## src/rtl/pl2ps_capture_sched.sv

```systemverilog
// Capture scheduler for the PL->PS DMA0 stream muxer: round-robins enabled sources,
// captures N CPIs per source and gates the selected stream into the CDC FIFO.
module pl2ps_capture_sched #(
    parameter int DATA_W = 32,
    parameter int SRC_N  = 8,
    parameter int WCNT_W = 16,
    parameter int CPI_W  = 8
) (
    input  logic              clk,
    input  logic              rst,
    input  logic              cfg_en,
    input  logic [SRC_N-1:0]  cfg_src_mask,
    input  logic [CPI_W-1:0]  cfg_cpi_per_src,
    input  logic [WCNT_W-1:0] cfg_max_words,
    input  logic              cpib,
    input  logic              cpie,
    input  logic [DATA_W-1:0] in_tdata,
    input  logic              in_tvalid,
    input  logic              fifo_full,
    output logic [7:0]        mux_sel,
    output logic [DATA_W-1:0] out_tdata,
    output logic              out_tvalid,
    output logic              out_tlast,
    output logic              busy,
    output logic              round_done,
    output logic              ovf_sticky,
    output logic [2:0]        dbg_state
);

    // Stream contract: in_tvalid carries one beat per cycle with no backpressure;
    // out_tvalid is a one-cycle write strobe and out_tlast is only valid alongside it.
    localparam int SRC_W = (SRC_N > 1) ? $clog2(SRC_N) : 1;

    typedef enum logic [2:0] {
        S_IDLE  = 3'd0,
        S_PICK  = 3'd1,
        S_ARM   = 3'd2,
        S_CAPT  = 3'd3,
        S_FLUSH = 3'd4,
        S_END   = 3'd5
    } state_t;

    state_t              state;
    logic [SRC_W-1:0]    cur_src;
    logic [CPI_W-1:0]    cpi_cnt;
    logic [WCNT_W-1:0]   word_cnt;
    logic [DATA_W-1:0]   hold;
    logic                hold_v;

    logic [SRC_W-1:0]    pick_idx;
    logic                pick_found;
    logic [CPI_W-1:0]    cpi_target;
    logic [CPI_W-1:0]    cpi_cnt_nx;
    logic [WCNT_W-1:0]   word_cnt_nx;
    logic                max_hit;

    // Nearest enabled source above cur_src with wrap; descending loop lets the closest win.
    always_comb begin
        pick_idx   = cur_src;
        pick_found = 1'b0;
        for (int i = SRC_N; i >= 1; i--) begin
            if (cfg_src_mask[(int'(cur_src) + i) % SRC_N]) begin
                pick_idx   = SRC_W'((int'(cur_src) + i) % SRC_N);
                pick_found = 1'b1;
            end
        end
    end

    always_comb begin
        cpi_target  = (cfg_cpi_per_src == '0) ? CPI_W'(1) : cfg_cpi_per_src;
        cpi_cnt_nx  = cpi_cnt + 1'b1;
        word_cnt_nx = word_cnt + 1'b1;
        max_hit     = (cfg_max_words != '0) && (word_cnt_nx == cfg_max_words);
    end

    assign busy      = (state != S_IDLE);
    assign dbg_state = state;

    always_ff @(posedge clk) begin
        if (rst) begin
            state      <= S_IDLE;
            cur_src    <= SRC_W'(SRC_N - 1);
            mux_sel    <= 8'd0;
            cpi_cnt    <= '0;
            word_cnt   <= '0;
            hold       <= '0;
            hold_v     <= 1'b0;
            out_tdata  <= '0;
            out_tvalid <= 1'b0;
            out_tlast  <= 1'b0;
            round_done <= 1'b0;
            ovf_sticky <= 1'b0;
        end else begin
            out_tvalid <= 1'b0;
            out_tlast  <= 1'b0;
            round_done <= 1'b0;

            if (out_tvalid && fifo_full) begin
                ovf_sticky <= 1'b1;
            end else if (state == S_IDLE && !cfg_en) begin
                ovf_sticky <= 1'b0;
            end

            case (state)
                S_IDLE: begin
                    if (cfg_en && (cfg_src_mask != '0)) begin
                        state <= S_PICK;
                    end
                end
                S_PICK: begin
                    // The mask may have been cleared while running; fall back to IDLE then.
                    if (pick_found) begin
                        cur_src    <= pick_idx;
                        mux_sel    <= 8'(pick_idx);
                        cpi_cnt    <= '0;
                        round_done <= (pick_idx <= cur_src);
                        state      <= S_ARM;
                    end else begin
                        state <= S_IDLE;
                    end
                end
                S_ARM: begin
                    if (!cfg_en) begin
                        state <= S_IDLE;
                    end else if (cpib) begin
                        word_cnt <= '0;
                        hold_v   <= 1'b0;
                        state    <= S_CAPT;
                    end
                end
                S_CAPT: begin
                    if (in_tvalid) begin
                        word_cnt <= word_cnt_nx;
                        if (hold_v) begin
                            out_tdata  <= hold;
                            out_tvalid <= 1'b1;
                        end
                        hold   <= in_tdata;
                        hold_v <= 1'b1;
                    end
                    // Hitting the word limit closes the packet exactly like cpie would.
                    if ((in_tvalid && max_hit) || cpie) begin
                        state <= S_FLUSH;
                    end
                end
                S_FLUSH: begin
                    if (hold_v) begin
                        out_tdata  <= hold;
                        out_tvalid <= 1'b1;
                        out_tlast  <= 1'b1;
                        hold_v     <= 1'b0;
                    end
                    state <= S_END;
                end
                S_END: begin
                    cpi_cnt <= cpi_cnt_nx;
                    if (!cfg_en) begin
                        state <= S_IDLE;
                    end else if (cpi_cnt_nx >= cpi_target) begin
                        state <= S_PICK;
                    end else begin
                        state <= S_ARM;
                    end
                end
                default: begin
                    state <= S_IDLE;
                end
            endcase
        end
    end

endmodule
```

## config.mk

```make
export PLATFORM = sky130hd
export DESIGN_NAME = pl2ps_capture_sched
export DESIGN_NICKNAME = d
export VERILOG_FILES = /design/src/rtl/pl2ps_capture_sched.sv
export SDC_FILE = /design/constraint.sdc
export NUM_CORES = 1
export LEC_CHECK = 0
export CORE_MARGIN = 4
export CORE_UTILIZATION = 60
export CTS_CLUSTER_DIAMETER = 120
export DETAILED_ROUTE_END_ITERATION = 10
export DONT_BUFFER_PORTS = 1
export PLACE_DENSITY = 0.83
export SYNTH_ARGS = -nofsm -noshare
export SYNTH_HDL_FRONTEND = slang
export SYNTH_SLANG_ARGS = --single-unit
```

## constraint.sdc

```tcl
create_clock -name clk -period 4.82 [get_ports clk]
set_input_delay 0.723 -clock clk [delete_from_list [all_inputs] [get_ports clk]]
set_output_delay 0.723 -clock clk [all_outputs]
set_load 0.02 [all_outputs]
```

==> reports/results.ini, run 1 <==
[detailed_routing]
antenna_left = 0
drt_pre_antenna_iters = 5
viasPerCell = 6.079
drcViolationCount = 0
vias = 4754
wirelength_um = 12700
drt_iter0_drc = 220
wire_per_inst_um = 16.24

[logic_synthesis]
async_flop_share = 0
synth.avg_cell_area_um2 = 7.789
synth_top_area_frac = 0.3761
yosys-top-cells-area = dfxtp_1, nand2_1, a21oi_1, ha_1, mux4_2
yosys.area.top_type = dfxtp_1
ys_warn_count = 0
ys_ff_latch = 102
syn_area_um2 = 5429
seq_area_frac_synth = 0.3761
ys.flop_type = dfxtp_1
synth.distinct_cells = 61
synthesis.instances = 697
synth_edf_count = 0

[pwr]
powerDensity_nw_per_um2 = 389.7
switching_share = 0.3672
leakage_nw = 2.086
seq_power_share = 0.435
comb_power_share = 0.326
p_total_mw = 2.182
vdd_drop_max_mv = 0.1758
p_int_mw = 1.381
clkPwrFrac = 0.240
net-switching-power_uw = 801.4

[floorplan]
die_w_um = 103.1
die-height_um = 103.1
pin_count = 119
start_util = 0.6195
dieArea_um2 = 10630
coreArea_um2 = 8763
num_rows = 34

[sta]
setup_violations = 0
fin_crit_sh = 0.7962
fin_tns_setup_ns = 0
slew_headroom = 0.2404
worst_pin_slew_ns = 1.139
rsz0062_at_grt = false
final_hold_viol_count = 0
fmax_ghz = 0.2606
finClkSkew_ns = 0.009169
post-route-min-period_ns = 3.838
slew_violations = 0

[critical_path]
worstSetupEndpointType = register
worst_setup_path_start_kind = register
worstPathMaxFanout = 13
cp_data_required_time_ns = 5.11
worstPathArrival_ns = 4.12
crit_type = reg2reg

[final_layout]
fin_nets = 755
diodes = 0
layout_commonest_cell = nand2_1
multi_input_area_um2 = 3127
final_cell_mix = nand2_1, dfxtp_1, a21oi_1, nor2_1, o21ai_0
n_fill_cell = 779
drive_above_1_share = 0.05341
area_delta_synth_final_pct = 3.157
seqCellArea_um2 = 2042

[clocking]
clk_latency_ns = 0.36
clkTransAtPathRegs_ns = 0.11
cts_hold_buf = 0
cts_root_buffer = clkbuf_8
cts_num_sinks = 102
numCtsBuffers = 9
ctsHtreeMaxLevel = 3
cts_resized = 0
cts_tree = built
cts.path.max_buffers = 2
cts_setup_buffers = 0

[worst_hold_path]
min_path_type = in2reg

[global_routing]
grt_antenna_before_repair = 0
track_usage = 0.2354
grt_max_degree = 83
grt_pass1_vias = 4375
grt_pass1_wl_um = 20230
grt_overflow = 0

[placed_design]
portBuffers = 0
gp_congestion = 0.8938
hpwl_um = 9332

[flow_run]
drv_cap = 0

[outcome]
outcome = complete, no violations

-- final timing paths --
kind         slack, ns        from           end  cells past startpoint
max reg2reg       0.98  cur_src[1]    round_done                     14
min reg2reg       0.45     hold[9]  out_tdata[9]                      2
max               0.98  cur_src[1]    round_done                     14
min               0.41         rst      hold[15]                      1
-- cells in the mapped netlist, drive strengths merged, types with 6 or more instances --
| library cell | number |
|---|---|
| a21oi | 91 |
| mux4 | 8 |
| mux2i | 9 |
| or3 | 6 |
| nand4 | 6 |
| inv | 19 |
| nand3 | 17 |
| clkbuf | 36 |
| ha | 15 |
| xor2 | 13 |
| o21ai | 34 |
| a21o | 8 |
| nand2b | 8 |
| dfxtp | 102 |
| nor2 | 42 |
| xnor2 | 17 |
| o31ai | 8 |
| and3 | 7 |
| nand2 | 164 |
| buf | 10 |
| nand3b | 6 |
-- state kept, by name (all words and copies together) (netlist names) --
register,cells
cpi_cnt,8
dbg_state,3
hold,32
ovf_sticky,1
word_cnt,16
round_done,1
out_tlast,1
out_tdata,32
hold_v,1
mux_sel,3
cur_src,3
out_tvalid,1
-- layout make-up --
cell class,count,share of cell area
well taps,108,0.02413
repair buffers,3,0.004021
flip-flops and latches,102,0.3646
clock buffers,9,0.02212
multi-input cells,534,0.5583
clock inverters,7,0.01408
inverters,19,0.01273
-- layer usage --
layer	vias up	part of all wire	track usage
met2	151	0.49	0.3897
met4	0	0.014	0.06972
li1	2363	-	-
met3	15	0.085	0.06969
met5	-	0	0
met1	2225	0.41	0.2977
-- worst max-delay path, stage by stage, from the launching register on --
cell and delay (ns):
dfxtp_1 0.68, inv_1 0.25, ha_1 0.58, mux4_2 0.42
mux2_2 0.31, a21oi_1 0.13, o21ai_0 0.09, a21boi_0 0.41
xnor2_1 0.21, ha_1 0.18, inv_1 0.04, a21o_1 0.16
a21oi_1 0.13, a31oi_1 0.06, nor3_1 0.13
-- through the flow --
stage                     utilization  instances  setup slack [ns]  cell area [um^2]  hold slack [ns]
final                          0.6391        782            0.9822              5600           0.4141
after global routing           0.6391        782            0.7076              5600           0.3844
after CTS                      0.6391        782            0.9994              5600           0.3992
after detailed placement       0.6159        766             1.026              5398           0.4371
after global placement         0.6159        766             1.139              5398           0.4301
after floorplan                     -        701             1.250              5444           0.4321
-- kinds of logic after synthesis --
group	after synthesis	synth area share
AOI/OAI and AO/OA	181	0.1987
xor gates and xnor gates	30	0.04840
adders and majority gates	15	0.03457
buffers and inverters	65	0.05116
DFF	102	0.3761
muxes	20	0.05669
other	1	0.0006907
and+or+nand+nor	283	0.2337
-- power groups by stage --
stage / sequential, mW / clock [mW] / combinational (mW)
after detailed placement: 0.968 / 0 / 0.705
after global routing: 0.954 / 0.573 / 0.794
final: 0.949 / 0.523 / 0.710
after global placement: 0.967 / 0 / 0.683
after floorplan: 0.934 / 0 / 0.614
after CTS: 0.948 / 0.535 / 0.707
No activity file was read; power rests on OpenSTA's default activity.
==> inputs of run 2 (changes only) <==
- clock period: 4.82 -> 3.7 ns (I/O delays scaled with it)
==> run 2 against run 1 <==
Die area unchanged. Global-route usage grew 0.49 points. Sequential share of layout area shrank 0.31 points. Setup slack lost 0.60 ns. Count of clock-buffer cells in the layout did not move. Combinational power up 37%. Flip-flop and latch count did not move. Non-clock buffer count is 5 higher. First-iteration DRC count shrank 15%. Via count up 1.7%. Cell count is 0.64% higher. Critical path depth stayed put.
==> reports/results.ini, run 2 (synthesis results as in run 1) <==
[floorplan]
num_rows = 34
die-height_um = 103.1
coreArea_um2 = 8763
pin_count = 119
start_util = 0.6195
dieArea_um2 = 10630
die_w_um = 103.1

[clocking]
cts.path.max_buffers = 2
cts_setup_buffers = 0
cts_resized = 0
clkTransAtPathRegs_ns = 0.12
ctsHtreeMaxLevel = 3
clk_latency_ns = 0.38
numCtsBuffers = 9
cts_hold_buf = 0
cts_root_buffer = clkbuf_8
cts_num_sinks = 102
cts_tree = built

[critical_path]
rr_endpoint = round_done
worst-r2r-setup-slack_ns = 0.38
cp_data_required_time_ns = 4.01
worst_setup_path_start_kind = register
rr_startpoint = cur_src[1]
r2r_cells = 14
worstPathMaxFanout = 10
crit_type = reg2reg
worstSetupEndpointType = register
startpoint = cur_src[1]
worstPathArrival_ns = 3.62

[detailed_routing]
wire_per_inst_um = 16.46
drt_iter0_drc = 188
antenna_left = 0
drcViolationCount = 0
vias = 4834
wirelength_um = 12960
viasPerCell = 6.142
drt_pre_antenna_iters = 5

[sta]
final_hold_viol_count = 0
post-route-min-period_ns = 3.317
fmax_ghz = 0.3015
hold_slack_ns = 0.2301
finClkSkew_ns = 0.01896
slew_violations = 0
fin_tns_setup_ns = 0
setup_violations = 0
worst_pin_slew_ns = 0.9937
slew_headroom = 0.3351
fin_ws_ns = 0.3828
rsz0062_at_grt = false
fin_crit_sh = 0.8965

[pwr]
leakage_nw = 2.115
powerDensity_nw_per_um2 = 514.6
vdd_drop_max_mv = 0.2123
p_total_mw = 2.906

[global_routing]
grt_pass1_wl_um = 20650
grt_overflow = 0
grt_antenna_before_repair = 0
grt_pass1_vias = 4473
grt_max_degree = 83
track_usage = 0.2403

[worst_hold_path]
hold_end = hold[20]
worstHoldPathCells = 1
worstHoldStart = rst
min_path_type = in2reg

[final_layout]
fin_cells = 787
final_util = 0.6445
diodes = 0
n_fill_cell = 742
reg_top3 = hold x32, out_tdata x32, word_cnt x16
drive_above_1_share = 0.06038
area_delta_synth_final_pct = 4.033
fin_nets = 760
layout_commonest_cell = nand2_1
final_cell_mix = nand2_1, dfxtp_1, a21oi_1, nor2_1, o21ai_0
stdcell_area_um2 = 5648

[placed_design]
dp.cells = 771
gp_congestion = 0.9500
place_ws_ns = 0.4338
portBuffers = 0
place_area_um2 = 5435
hpwl_um = 9629

[outcome]
outcome = complete, no violations

[flow_run]
drv_cap = 0

run 2: worst max-delay path by stage:
stage / to / slack, ns / cells past startpoint
6_report: round_done / 0.38 / 14
5_1_grt: round_done / 0.11 / 14
4_1_cts: round_done / 0.41 / 14
3_5_place_dp: round_done / 0.43 / 14
3_3_place_gp: dbg_state[0] / 0.52 / 10
2_1_floorplan: dbg_state[0] / 0.13 / 12
run 2: layout make-up:
cell class	instances	area, um^2	share of cell area
Clock buffer	9	123.9	0.02193
Inverter	19	71.32	0.01263
Timing Repair Buffer	8	60.06	0.01063
Clock inverter	7	88.84	0.01573
Tap cell	108	135.1	0.02393
Multi-Input combinational cell	534	3127	0.5536
Sequential cell	102	2042	0.3615
run 2: metal layers:
metal	share of wire	vias up	wire length [um]	track usage
met5	0	-	0	0
met1	0.42	2263	5411	0.3045
met3	0.082	26	1067	0.07104
li1	-	2371	-	-
met4	0.020	0	264	0.08167
met2	0.48	174	6212	0.3917
run 2: worst max-delay path, cell delays in order, from the launching register on:
cell and delay, ns:
dfxtp_1 0.34, inv_1 0.11, ha_1 0.56, mux4_2 0.45
mux2_2 0.30, a21oi_1 0.11, o21ai_0 0.08, a21boi_0 0.40
xnor2_1 0.20, ha_1 0.17, inv_1 0.04, a21o_1 0.18
a21oi_1 0.14, a31oi_1 0.06, nor3_1 0.12
run 2: where the power goes:
group,internal [mW],switching [mW],total [mW]
clock,0.273,0.440,0.713
sequential,1.14,0.0780,1.22
combinational,0.396,0.576,0.972
==> RTL edit 1: new RTL, config.mk and constraints of run 1 <==
Set the parameter `CPI_W` to 9 (it was 8).
--- a/src/rtl/pl2ps_capture_sched.sv
+++ b/src/rtl/pl2ps_capture_sched.sv
@@ -6,3 +6,3 @@
     parameter int WCNT_W = 16,
-    parameter int CPI_W  = 8
+    parameter int CPI_W  = 9
 ) (
Interface: changed (resized cfg_cpi_per_src); port bits go from 119 to 120. The function was not compared with the original's and may differ.
==> RTL edit 1 against run 1 <==
Area after synthesis rose by 4.4%. Wire length rose by 5.9%. Sequential power fell by 1%. Sequential cell count rose by 1. Cell area rose by 4.2%. Combinational power rose by 15%. Core utilization fell by 0.45 points. Total power rose by 6.1%. Worst setup slack improved by 0.24 ns. Die area rose by 4.0%. Highest routed layer unchanged.
==> RTL edit 1: results (changes against run 1) <==
- Worst Hold Slack: 0.419 ns (+0.00528 ns)
- Pre-CTS setup slack: 1.33 ns (+0.303 ns)
- Worst-Skew Late Latency: 0.36 ns (about the same)
- Final nets: 783 (+3.7%)
- Post-CTS Setup Repair Bufs: 0 (unchanged)
- Fill count: 812 (+4.2%)
- Global placer's final weighted congestion: 0.945 (+5.7%)
- Met2 Track Usage GR: 39.8% (+0.83 points)
- Initial drt markers: 293 (+33%)
- Power Total: 2.32 mW (+6.1%)
- DP Area: 5630 sq um (+4.2%)
- Switching power: 840 uW (+4.8%)
- Maximum VDD drop: 0.000213 V (+21%)
- Share of layout cells above drive strength 1: 6.86% (+1.5 points)
- Critical path arrival: 3.89 ns (-0.23 ns)
- FFs w/ async S/R, synth: 0% (unchanged)
- HPWL after DPL: 9.67 mm (+3.7%)
- Syn Inst Count: 725 (+4.0%)
- Port bufs: 0 (unchanged)
- First-pass GRT wire length: 22.6 mm (+12%)
- Met1 wire length: 5.67 mm (+9.6%)
- Combinational share of power: 35.2% (+2.6 points)
- Worst hold endpoint: hold[5]
- Post-synthesis sequential area ratio: 36.4% (-1.2 points)
- Worst setup margin: 1.23 ns (+0.244 ns)
- Synth Warn #: 0 (unchanged)
- Final setup skew: 0.00896 ns (-0.000208 ns)
- Clock Power Share: 24.3% (+0.3 points)
- DR WL met2: 6.47 mm (+3.0%)
- CP max FO: 15 (+2)
- Leak: 2.10 nW (+0.58%)
- Met1 global-route usage: 32.2% (+2.4 points)
- Post-Place Cells: 795 (+3.8%)
- Slowest stage cell, crit path: ha_1
- Metal3 WL: 1.14 mm (+5.3%)
- Initial antenna violation count: 1 (+1)
- R2r startpoint: cur_src[1]
- Run status: finished, final reports clean
- Vias in the first global route: 4787 (+9.4%)
- HP Class: in -> reg
- Largest net degree at the start of global routing: 85 (+2.4%)
- Total number of vias: 4992 (+5.0%)
- Yosys cell types: 64 (+4.9%)
- Final Non-Filler Cells: 812 (+3.8%)
- Met3 track utilization from global routing: 5.31% (-1.7 points)
- Max_slew headroom: 22.6% (-1.4 points)
- Synth area leaders: dfxtp_1, nand2_1, a21oi_1
- Most frequent cells after synthesis: nand2_1, dfxtp_1, a21oi_1
- Total Routing Usage GR: 24.3% (+0.78 points)
- Routed wire per std cell: 16.6 microns (+2.0%)
- Reg2reg path depth: 15 (+1)
- TritonCTS Buffers: 9 (unchanged)
RTL edit 1: cell types whose count changed after synthesis, sizes merged, moves of 5 or more:
cell / change
nor3: +6
nand2: +7
mux2: +6
nor2: -8
a211oi: +6
nor4: +5
o21ai: +5
RTL edit 1: cell families (layout without fill, tap and decap cells):
logic type                 count (synthesis)  in the layout  synth area share (%)
and+or+nand+nor                          285            285                  22.5
AOI/OAI and AO/OA                        185            185                  19.7
DFF                                      103            103                  36.4
buffers and inverters                     73             44                  5.56
xor gates and xnor gates                  36             36                  5.56
muxes                                     26             26                  6.69
adders and majority gates                 16             16                  3.53
other                                      1              6                0.0662
RTL edit 1: cell type report:
cell class | instances | area [sq um] | area share [%]
multi-input cells | 553 | 3300 | 56.6
flip-flops and latches | 103 | 2060 | 35.3
well taps | 111 | 139 | 2.38
clock buffers | 10 | 128 | 2.19
inverters | 24 | 90.1 | 1.54
clock inverters | 6 | 80.1 | 1.37
repair buffers | 4 | 30.0 | 0.515
diodes | 1 | 2.50 | 0.0429
==> RTL edit 2: new RTL, settings of run 1 <==
Without the edit above. Reset style: asynchronous (`rst`), changed in one clocked block.
--- a/src/rtl/pl2ps_capture_sched.sv
+++ b/src/rtl/pl2ps_capture_sched.sv
@@ -78,3 +78,3 @@
 
-    always_ff @(posedge clk) begin
+    always_ff @(posedge clk or posedge rst) begin
         if (rst) begin
Check against the original RTL: not equivalent (Yosys sat finds a counterexample within 4 cycles, from zero or initial values and one cycle with rst high; the reset may be asserted at any time).
==> RTL edit 2 against run 1 <==
Hold slack got worse by 0.081 ns. Highest routed layer unchanged. Via count rose by 1.4%. Worst setup slack got worse by 0.29 ns. Sequential cell count did not move. Cell area rose by 11%. Wire length rose by 5.6%. Area after synthesis rose by 10%.
Power is not compared: it rests on default switching activity, and its combinational part moved more than twofold at a synthesized area within 25%.
==> RTL edit 2: results (changes against run 1) <==
- Run status: finished, final reports clean
- First-pass GRT wire length: 22.3 mm (+10%)
- DP Area: 5990 sq um (+11%)
- Most used DFF post-synth: dfrtp_1
- Top delay family on crit path: adder cells
- Largest net degree at the start of global routing: 56 (-33%)
- Synth area leaders: dfrtp_1, nand2_1, mux4_2
- Critical path arrival: 4.42 ns (+0.30 ns)
- Fill count: 831 (+6.7%)
- Post-Place Cells: 784 (+2.3%)
- HPWL after DPL: 9.44 mm (+1.2%)
- Post-synthesis sequential area ratio: 42.8% (+5.2 points)
- Initial drt markers: 264 (+20%)
- Routed wire per std cell: 16.8 microns (+3.2%)
- Detailed Route WL: 13.4 mm (+5.6%)
- Final nets: 748 (-0.93%)
- Slowest stage cell, crit path: dfstp_2
- Global placer's final weighted congestion: 0.900 (+0.67%)
- CP max FO: 22 (+9)
- Worst R2R End: round_done
- R2r startpoint: cur_src[1]
- Critical Path Sink: round_done
- Total Routing Usage GR: 23.7% (+0.17 points)
- Final setup skew: 0.0172 ns (+0.00807 ns)
- Syn Inst Count: 685 (-1.7%)
- HP Class: in -> async
==> RTL edit 2: cell count changes in the layout (fill, tap and decap cells not counted), sizes merged, moves of 6 or more <==
cell | run 1 | this run
nand2 | 164 | 227
mux4 | 8 | 14
nor3 | 5 | 15
inv | 21 | 28
dfrtp | 0 | 99
a21o | 8 | 2
a21oi | 91 | 15
nor2 | 42 | 28
dfxtp | 102 | 0
nand3b | 6 | 0
==> RTL edit 2: cell families after synthesis <==
group,Yosys count,share of synthesized area [%]
AOI/OAI and AO/OA,112,12.6
xor gates and xnor gates,28,4.10
adders and majority gates,15,3.14
buffers and inverters,67,4.94
DFF,102,42.8
muxes,26,7.49
other,1,0.0627
and+or+nand+nor,334,24.9
==> RTL edit 2: final cells by class <==
type                            count  share of cell area (%)
Inverter                           25                    1.55
Sequential cell                   102                    41.1
Timing Repair Buffer                4                   0.483
Clock inverter                      7                    1.61
Multi-Input combinational cell    520                    50.6
Tap cell                          133                    2.68
Clock buffer                        9                    1.99
==> RTL edit 2: worst min path at each step <==
stage,from,end,slack (ns),depth (start not counted)
6_report,rst,round_done,0.33,1
5_1_grt,rst,hold[21],0.38,1
4_1_cts,rst,out_tdata[23],0.36,1
3_5_place_dp,hold[30],out_tdata[30],0.45,2
3_3_place_gp,hold[8],out_tdata[8],0.44,2
2_1_floorplan,hold[0],out_tdata[0],0.44,2
==> RTL edit 2: layer usage <==
metal	share of wire, %	global-route usage, %
met5	0	0
met4	1.8	6.22
met3	7.7	5.70
met2	46	37.3
met1	44	33.2
==> RTL edit 2: where the power goes <==
part / leakage [nW] / total [mW] / internal, mW / switching, mW
combinational: 1.54 / 1.68 / 0.733 / 0.944
sequential: 1.32 / 1.75 / 1.20 / 0.554
clock: 0.112 / 0.582 / 0.257 / 0.325
